--- src/rtl/bg_rom_arbiter.sv ---
// Round-robin arbiter sharing the background-ROM SDRAM port
// between three layer engines, one read in flight at a time.
module bg_rom_arbiter #(
    parameter int ADDR_W  = 21,
    parameter int TIMEOUT = 63
) (
    input  logic                  CLK_32M,
    input  logic                  reset,
    input  logic [2:0]            layer_req,
    input  logic [3*ADDR_W-1:0]   layer_addr,
    output logic [2:0]            layer_rdy,
    output logic [95:0]           layer_data,
    output logic [ADDR_W-1:0]     sdr_addr,
    output logic                  sdr_req,
    input  logic                  sdr_rdy,
    input  logic [31:0]           sdr_data,
    output logic                  timeout_flag
);

    typedef enum logic [1:0] {IDLE, ISSUE, WAIT} state_t;

    state_t            state, state_nx;
    logic [2:0]        pending;
    logic [ADDR_W-1:0] addr_q [3];
    logic [1:0]        grant, last_grant;
    logic [1:0]        pick, scan;
    logic              pick_vld;
    logic [7:0]        cnt;
    logic              expired;

    assign expired = (cnt == 8'(TIMEOUT - 1));

    // Scan starts one past the last served layer.
    always_comb begin
        pick     = 2'd0;
        pick_vld = 1'b0;
        scan     = last_grant;
        for (int k = 0; k < 3; k++) begin
            scan = (scan == 2'd2) ? 2'd0 : scan + 2'd1;
            if (!pick_vld && pending[scan]) begin
                pick     = scan;
                pick_vld = 1'b1;
            end
        end
    end

    always_comb begin
        state_nx = state;
        unique case (state)
            IDLE:    if (pick_vld) state_nx = ISSUE;
            ISSUE:   state_nx = WAIT;
            WAIT:    if (sdr_rdy || expired) state_nx = IDLE;
            default: state_nx = IDLE;
        endcase
    end

    always_ff @(posedge CLK_32M or posedge reset) begin
        if (reset) state <= IDLE;
        else       state <= state_nx;
    end

    always_ff @(posedge CLK_32M or posedge reset) begin
        if (reset) begin
            pending      <= '0;
            grant        <= 2'd0;
            last_grant   <= 2'd2;
            cnt          <= '0;
            layer_rdy    <= '0;
            layer_data   <= '0;
            sdr_addr     <= '0;
            sdr_req      <= 1'b0;
            timeout_flag <= 1'b0;
            for (int i = 0; i < 3; i++) addr_q[i] <= '0;
        end else begin
            layer_rdy <= '0;
            sdr_req   <= 1'b0;
            for (int i = 0; i < 3; i++) begin
                if (layer_req[i]) begin
                    pending[i] <= 1'b1;
                    addr_q[i]  <= layer_addr[i*ADDR_W +: ADDR_W];
                end
            end
            unique case (state)
                IDLE: begin
                    if (pick_vld) begin
                        grant    <= pick;
                        sdr_req  <= 1'b1;
                        sdr_addr <= addr_q[pick];
                    end
                end
                ISSUE: begin
                    // A fresh strobe in this cycle keeps the layer pending.
                    if (!layer_req[grant]) pending[grant] <= 1'b0;
                    cnt <= '0;
                end
                WAIT: begin
                    if (sdr_rdy) begin
                        for (int i = 0; i < 3; i++) begin
                            if (grant == 2'(i)) begin
                                layer_data[i*32 +: 32] <= sdr_data;
                                layer_rdy[i]           <= 1'b1;
                            end
                        end
                        last_grant <= grant;
                    end else begin
                        cnt <= cnt + 8'd1;
                        if (expired) begin
                            timeout_flag <= 1'b1;
                            last_grant   <= grant;
                        end
                    end
                end
                default: ;
            endcase
        end
    end

endmodule

--- config.mk ---
export PLATFORM = sky130hd
export DESIGN_NAME = bg_rom_arbiter
export DESIGN_NICKNAME = d
export VERILOG_FILES = /design/src/rtl/bg_rom_arbiter.sv
export SDC_FILE = /design/constraint.sdc
export NUM_CORES = 1
export LEC_CHECK = 0
export BUFFER_PORTS_ARGS = -buffer_cell sky130_fd_sc_hd__buf_4
export CAP_MARGIN = 20
export CORE_MARGIN = 1
export CORE_UTILIZATION = 25
export CTS_CLUSTER_DIAMETER = 200
export DETAILED_ROUTE_END_ITERATION = 8
export GPL_ROUTABILITY_DRIVEN = 0
export GPL_TIMING_DRIVEN = 0
export PLACE_DENSITY_LB_ADDON = 0.3
export SETUP_SLACK_MARGIN = 0.3
export SYNTH_ARGS = -nofsm -noshare
export SYNTH_HDL_FRONTEND = slang
export SYNTH_SLANG_ARGS = --single-unit
--- constraint.sdc ---
create_clock -name CLK_32M -period 9.2 [get_ports CLK_32M]
set_clock_uncertainty 0.1 [all_clocks]
set_input_delay 1.84 -clock CLK_32M [delete_from_list [all_inputs] [get_ports CLK_32M]]
set_output_delay 1.84 -clock CLK_32M [all_outputs]
set_load 0.05 [all_outputs]
---- Word level (Yosys, flattened, before mapping) ----
Cells that the tools add are included.
word-level totals
  logic and storage cells ................. 99
  output and inout port bits .............. 122
  bits in registers ....................... 202
operators by class
  multiplexer cells ....................... 41
  bitwise gates (word level) .............. 4
  reduce and logical (&&, ||, !) cells .... 18
  add/sub/neg operators ................... 4
  eq/ne operators ......................... 11
  magnitude comparators ................... 6
operators with widths
  kind                   number
  $bmux W21 S2           1
  $mux W21               2
  $mux W2                10
  $mux W1                16
  $pmux W8 S2            1
  $lt A2 B3 Y1 const B   4
  $mux W3                4
  $reduce_and A3 Y1      4
  $eq A2 B2 Y1 const B   5
  $add A8 B1 Y8 const B  1
  $bmux W1 S2            4
  $eq A8 B6 Y1 const B   1
  $mux W8                1
  $reduce_and A2 Y1      4
  $add A2 B1 Y2 const B  3
  $ne A2 B2 Y1 const B   3
  $pmux W2 S3            1
  $eq A2 B1 Y1 const B   2
  $logic_not A2 Y1       2
  $reduce_bool A2 Y1     2
  $and A3 B3 Y3          1
  $ge A3 B3 Y1 const B   1
  $logic_and A1 B1 Y1    3
  $not A2 Y3             1
  6 further kinds        7

---- Longest topological paths before layout ----
  depth in word-level cells ............... 15
  gate-level depth with buffers ........... 7

---- Least setup slack after synthesis ----
Ideal clock, no wire load.
  kind .................................... input to register
  start point ............................. in sdr_rdy
  end point ............................... reg layer_data[10]
  arrival ................................. 2806 ps
  setup slack ............................. 6169 ps
  cell stages on the path ................. 4
  buffers on the path ..................... 1
  required time ........................... 8975 ps
  cell sequence ........................... inv_1 -> nor4_4 -> buf_6 -> mux2_2
on the way
  cells in the longest elaborated chain, start to end .. 1
ends and longest elaborated chain
  what                             line  source
  from (decl)                      15    input logic sdr_rdy,
  $reduce_and A3 Y1 (no line)      -
  to (signal, indexed assignment)  100   layer_data[i*32 +: 32] <= sdr_data;
  to (decl)                        12    output logic [95:0] layer_data,
No other way between the ends.
A chain may end at the register's enable or synchronous reset.

---- Worst setup path after layout ----
  start point ............................. reg sdr_addr[14]
  end point ............................... out sdr_addr[14]
RTL lines
  what                    line  source
  from (decl)             13    output logic [ADDR_W-1:0] sdr_addr,
  from (signal assigned)  88    sdr_addr <= addr_q[pick];
No word-level cell between the ends.

==> impl_metrics.xml <==
<?xml version="1.0" encoding="UTF-8"?>
<metrics>
  <group name="global_routing">
    <metric name="grt_first_pass_wirelength" unit="mm">32.8</metric>
    <metric name="number_of_antenna_violations_at_the_first_check_in_global_routing" unit="">1</metric>
    <metric name="grt_overflow" unit="">0</metric>
    <metric name="grt_max_degree" unit="">103</metric>
    <metric name="grt_pass1_vias" unit="">5636</metric>
    <metric name="grtUsageTotal" unit="%">12.4</metric>
  </group>
  <group name="timing">
    <metric name="maxSlewHeadroom" unit="%">48.4</metric>
    <metric name="max_freq" unit="MHz">328</metric>
    <metric name="grt_setup_unrepaired" unit="">false</metric>
    <metric name="timing_hold_violations_final" unit="">0</metric>
    <metric name="fin_crit_sh" unit="%">33.1</metric>
    <metric name="layout_min_cycle_time" unit="ps">3050</metric>
    <metric name="timing.final.ws_setup" unit="ps">6150</metric>
    <metric name="worst-slew-pin-transition" unit="ps">773</metric>
    <metric name="timing_max_transition_violations_final" unit="">0</metric>
    <metric name="final-setup-viol-count" unit="">0</metric>
  </group>
  <group name="floorplan">
    <metric name="num_io_pins" unit="">223</metric>
    <metric name="coreArea" unit="sq um">32000</metric>
    <metric name="floorplan.die.height" unit="um">183</metric>
    <metric name="die_w" unit="um">183</metric>
    <metric name="placementRows" unit="">65</metric>
    <metric name="floorplan.initialDensity" unit="%">25.7</metric>
    <metric name="fp.dieArea" unit="sq um">33600</metric>
  </group>
  <group name="finish">
    <metric name="final_layout_size_suffix_gt1_share" unit="%">55.7</metric>
    <metric name="final-seq-area" unit="sq um">5060</metric>
    <metric name="finalNonFillerCells" unit="">1256</metric>
    <metric name="fillCellCount" unit="">3198</metric>
    <metric name="multiInputGateArea" unit="sq um">2880</metric>
    <metric name="final_common_cell" unit="">sky130_fd_sc_hd__buf_4</metric>
    <metric name="most_frequent_cells_in_the_layout" unit="">224 x sky130_fd_sc_hd__buf_4, 201 x sky130_fd_sc_hd__dfrtp_1, 156 x sky130_fd_sc_hd__mux2_2</metric>
    <metric name="post-route-cell-area" unit="sq um">11200</metric>
    <metric name="nets" unit="">910</metric>
    <metric name="antenna_cells_inserted" unit="">0</metric>
    <metric name="area_delta_synth_final" unit="%">36.8</metric>
  </group>
  <group name="critical_path">
    <metric name="timing.critical_path.cells" unit="">buf_4</metric>
    <metric name="cp_top_family" unit="">flip-flops</metric>
    <metric name="cp_data_required_time" unit="ps">7260</metric>
    <metric name="worst_setup_path_end_kind" unit="">output port</metric>
    <metric name="ff2ff_path_depth" unit="">4</metric>
    <metric name="r2r-start" unit="">state[0]$_DFFE_PP0P_</metric>
    <metric name="critPathBufInv" unit="">1</metric>
    <metric name="arrival" unit="ps">1110</metric>
    <metric name="crit_path_start_kind" unit="">flop</metric>
    <metric name="setup.worst_path.class" unit="">reg2out</metric>
    <metric name="critical_path.max_fanout" unit="">2</metric>
    <metric name="worst_path_max_delay_cell" unit="">sky130_fd_sc_hd__dfrtp_1</metric>
    <metric name="worst_reg2reg_setup_slack" unit="ps">7240</metric>
    <metric name="max_stage_delay" unit="ps">390</metric>
    <metric name="critical_path.reg2reg.endpoint" unit="">layer_data[13]$_DFFE_PP0P_</metric>
  </group>
  <group name="worst_hold_path">
    <metric name="hold-path-endpoint" unit="">layer_data[71]$_DFFE_PP0P_</metric>
    <metric name="worst_hold_path.num_cells" unit="">1</metric>
    <metric name="hold_path_startpoint" unit="">layer_data[71]$_DFFE_PP0P_</metric>
    <metric name="min-delay-path-class" unit="">reg2reg</metric>
  </group>
  <group name="cts">
    <metric name="cts.repair.resized" unit="">0</metric>
    <metric name="clock_tree_from_tritoncts" unit="">built</metric>
    <metric name="insertion_delay" unit="ps">510</metric>
    <metric name="num_clock_sinks" unit="">202</metric>
    <metric name="postCtsSetupRepairBufs" unit="">0</metric>
    <metric name="cts_hold_buffers" unit="">0</metric>
    <metric name="ctsHtreeMaxLevel" unit="">1</metric>
    <metric name="numCtsBuffers" unit="">25</metric>
    <metric name="cts.path.max_buffers" unit="">3</metric>
    <metric name="clock-root-buffer" unit="">sky130_fd_sc_hd__clkbuf_16</metric>
    <metric name="clkTransAtPathRegs" unit="ps">50</metric>
  </group>
  <group name="power">
    <metric name="power.ir.vdd_worst" unit="mV">0.186</metric>
    <metric name="p_leak" unit="nW">5.23</metric>
    <metric name="power_per_cell_area" unit="nW/um^2">393</metric>
    <metric name="totalPowerFinal" unit="W">0.00441</metric>
  </group>
  <group name="yosys">
    <metric name="post_synth_top_flop" unit="">sky130_fd_sc_hd__dfrtp_1</metric>
    <metric name="async_flop_share" unit="%">100</metric>
    <metric name="synth_area_leader_cell" unit="">sky130_fd_sc_hd__dfrtp_1</metric>
    <metric name="post_synthesis_sequential_element_count" unit="">202</metric>
    <metric name="mappedNetlistArea" unit="sq um">8210</metric>
    <metric name="synth_cell_type_count" unit="">49</metric>
    <metric name="syn_inst" unit="">557</metric>
    <metric name="synth_largest_type_area_fraction" unit="%">61.3</metric>
    <metric name="synth_enable_flop_cells" unit="">0</metric>
    <metric name="synth_sequential_area_ratio" unit="%">61.6</metric>
    <metric name="synth_nets" unit="">660</metric>
    <metric name="postSynthAreaPerCell" unit="sq um">14.7</metric>
    <metric name="yosys_warnings" unit="">0</metric>
    <metric name="ys_top_cells_by_area" unit="">sky130_fd_sc_hd__dfrtp_1 61%, sky130_fd_sc_hd__mux2_2 21%, sky130_fd_sc_hd__mux2i_1 2.7%, sky130_fd_sc_hd__buf_6 1.8%, sky130_fd_sc_hd__o211ai_1 1.7%</metric>
  </group>
  <group name="detailed_routing">
    <metric name="sum_of_routed_wire_length_over_all_layers" unit="mm">20.8</metric>
    <metric name="route.vias.total" unit="">5402</metric>
    <metric name="postRouteAntennaNets" unit="">0</metric>
    <metric name="initialDrtViolationCount" unit="">203</metric>
    <metric name="drcViolationCount" unit="">0</metric>
    <metric name="vias_per_cell" unit="">4.30</metric>
    <metric name="route.detailed.wl_per_inst" unit="um">16.5</metric>
    <metric name="dr.pass1.iters" unit="">4</metric>
  </group>
  <group name="placement">
    <metric name="detailed_place_hpwl" unit="mm">14.7</metric>
    <metric name="placed_area" unit="sq um">10500</metric>
    <metric name="placed_cells_incl_taps" unit="">1215</metric>
    <metric name="total_of_buffers_placed_on_input_and_output_ports" unit="">222</metric>
    <metric name="dp_slack" unit="ps">5720</metric>
  </group>
  <group name="flow_run">
    <metric name="cap_viol_max_count" unit="">0</metric>
  </group>
  <group name="status">
    <metric name="status" unit="">complete, no violations</metric>
  </group>
</metrics>
[cell families after synthesis]
family	count (synthesis)	share of synthesized area [%]
mux	183	24.8
xor+xnor	2	0.213
flops	202	61.6
simple gates	86	5.82
buf+inv	39	3.26
fa+ha+maj	2	0.305
compound gates	43	3.96
[how the worst max path moves through the flow]
stage / start / to / slack [ps] / depth (start not counted)
2_1_floorplan: reset / addr_q[0]$_DFFE_PP0P_ / 1750 / 1
3_3_place_gp: reset / addr_q[38]$_DFFE_PP0P_ / -1050 / 2
3_5_place_dp: sdr_rdy / layer_data[13]$_DFFE_PP0P_ / 5720 / 5
4_1_cts: sdr_addr[2]$_DFFE_PP0P_ / sdr_addr[2] / 6120 / 1
5_1_grt: sdr_addr[0]$_DFFE_PP0P_ / sdr_addr[0] / 6100 / 1
6_report: sdr_addr[14]$_DFFE_PP0P_ / sdr_addr[14] / 6150 / 1
[report_power, final]
group	internal (W)	switching (W)	total (W)	leakage, nW
clock	0.000561	0.000365	0.000926	0.379
sequential	0.00119	0.000163	0.00136	2.46
combinational	0.000720	0.00141	0.00213	2.39
total	0.00247	0.00194	0.00441	5.23
[worst register-to-register path: cells and delay by family (launching register included)]
kind / cells / cell delay [ps]
buffers and inverters: 1 / 260
muxes: 1 / 360
and+or+nand+nor: 2 / 690
DFF: 1 / 450
[Yosys cell counts (4+ instances only)]
master and instances:
sky130_fd_sc_hd__a21oi_1 5, sky130_fd_sc_hd__buf_1 6, sky130_fd_sc_hd__buf_2 5, sky130_fd_sc_hd__buf_6 13, sky130_fd_sc_hd__dfrtp_1 201, sky130_fd_sc_hd__inv_1 8
sky130_fd_sc_hd__mux2_1 4, sky130_fd_sc_hd__mux2_2 156, sky130_fd_sc_hd__mux2i_1 22, sky130_fd_sc_hd__nand2_1 33, sky130_fd_sc_hd__nand3_1 23, sky130_fd_sc_hd__nor2_1 6
sky130_fd_sc_hd__nor3_1 6, sky130_fd_sc_hd__o211ai_1 19, sky130_fd_sc_hd__o211ai_2 4, sky130_fd_sc_hd__o21ai_0 6
[registers in the layout, summed over array words and instances (netlist names)]
register / count
timeout_flag: 1
cnt: 8
layer_rdy: 3
sdr_addr: 21
layer_data: 96
addr_q: 63
last_grant: 2
grant: 2
state: 2
pending: 3
sdr_req: 1
[routing by layer]
layer / track usage (%) / share of wire, % / vias up
li1: - / - / 2487
met1: 16.3 / 45 / 2682
met2: 19.4 / 44 / 199
met3: 4.55 / 9.0 / 32
met4: 3.23 / 2.4 / 2
met5: 0 / 0.063 / -
[through the flow]
step                      setup TNS [ps]  hold slack (ps)  util [%]
final                                  0              395      35.1
after global routing                   0              407      35.1
after CTS                              0              389      35.1
after detailed placement               0              375      32.7
after global placement           -207720              360      32.6
after floorplan                        0              367         -
[cell type report]
cell class                      count  share of cell area, %
Buffer                             29                   2.05
Clock buffer                       34                   6.32
Clock inverter                      7                  0.580
Inverter                           10                  0.401
Multi-Input combinational cell    316                   25.7
Sequential cell                   202                   45.0
Tap cell                          435                   4.85
Timing Repair Buffer              223                   15.1
No activity file was read; power rests on OpenSTA's default activity.
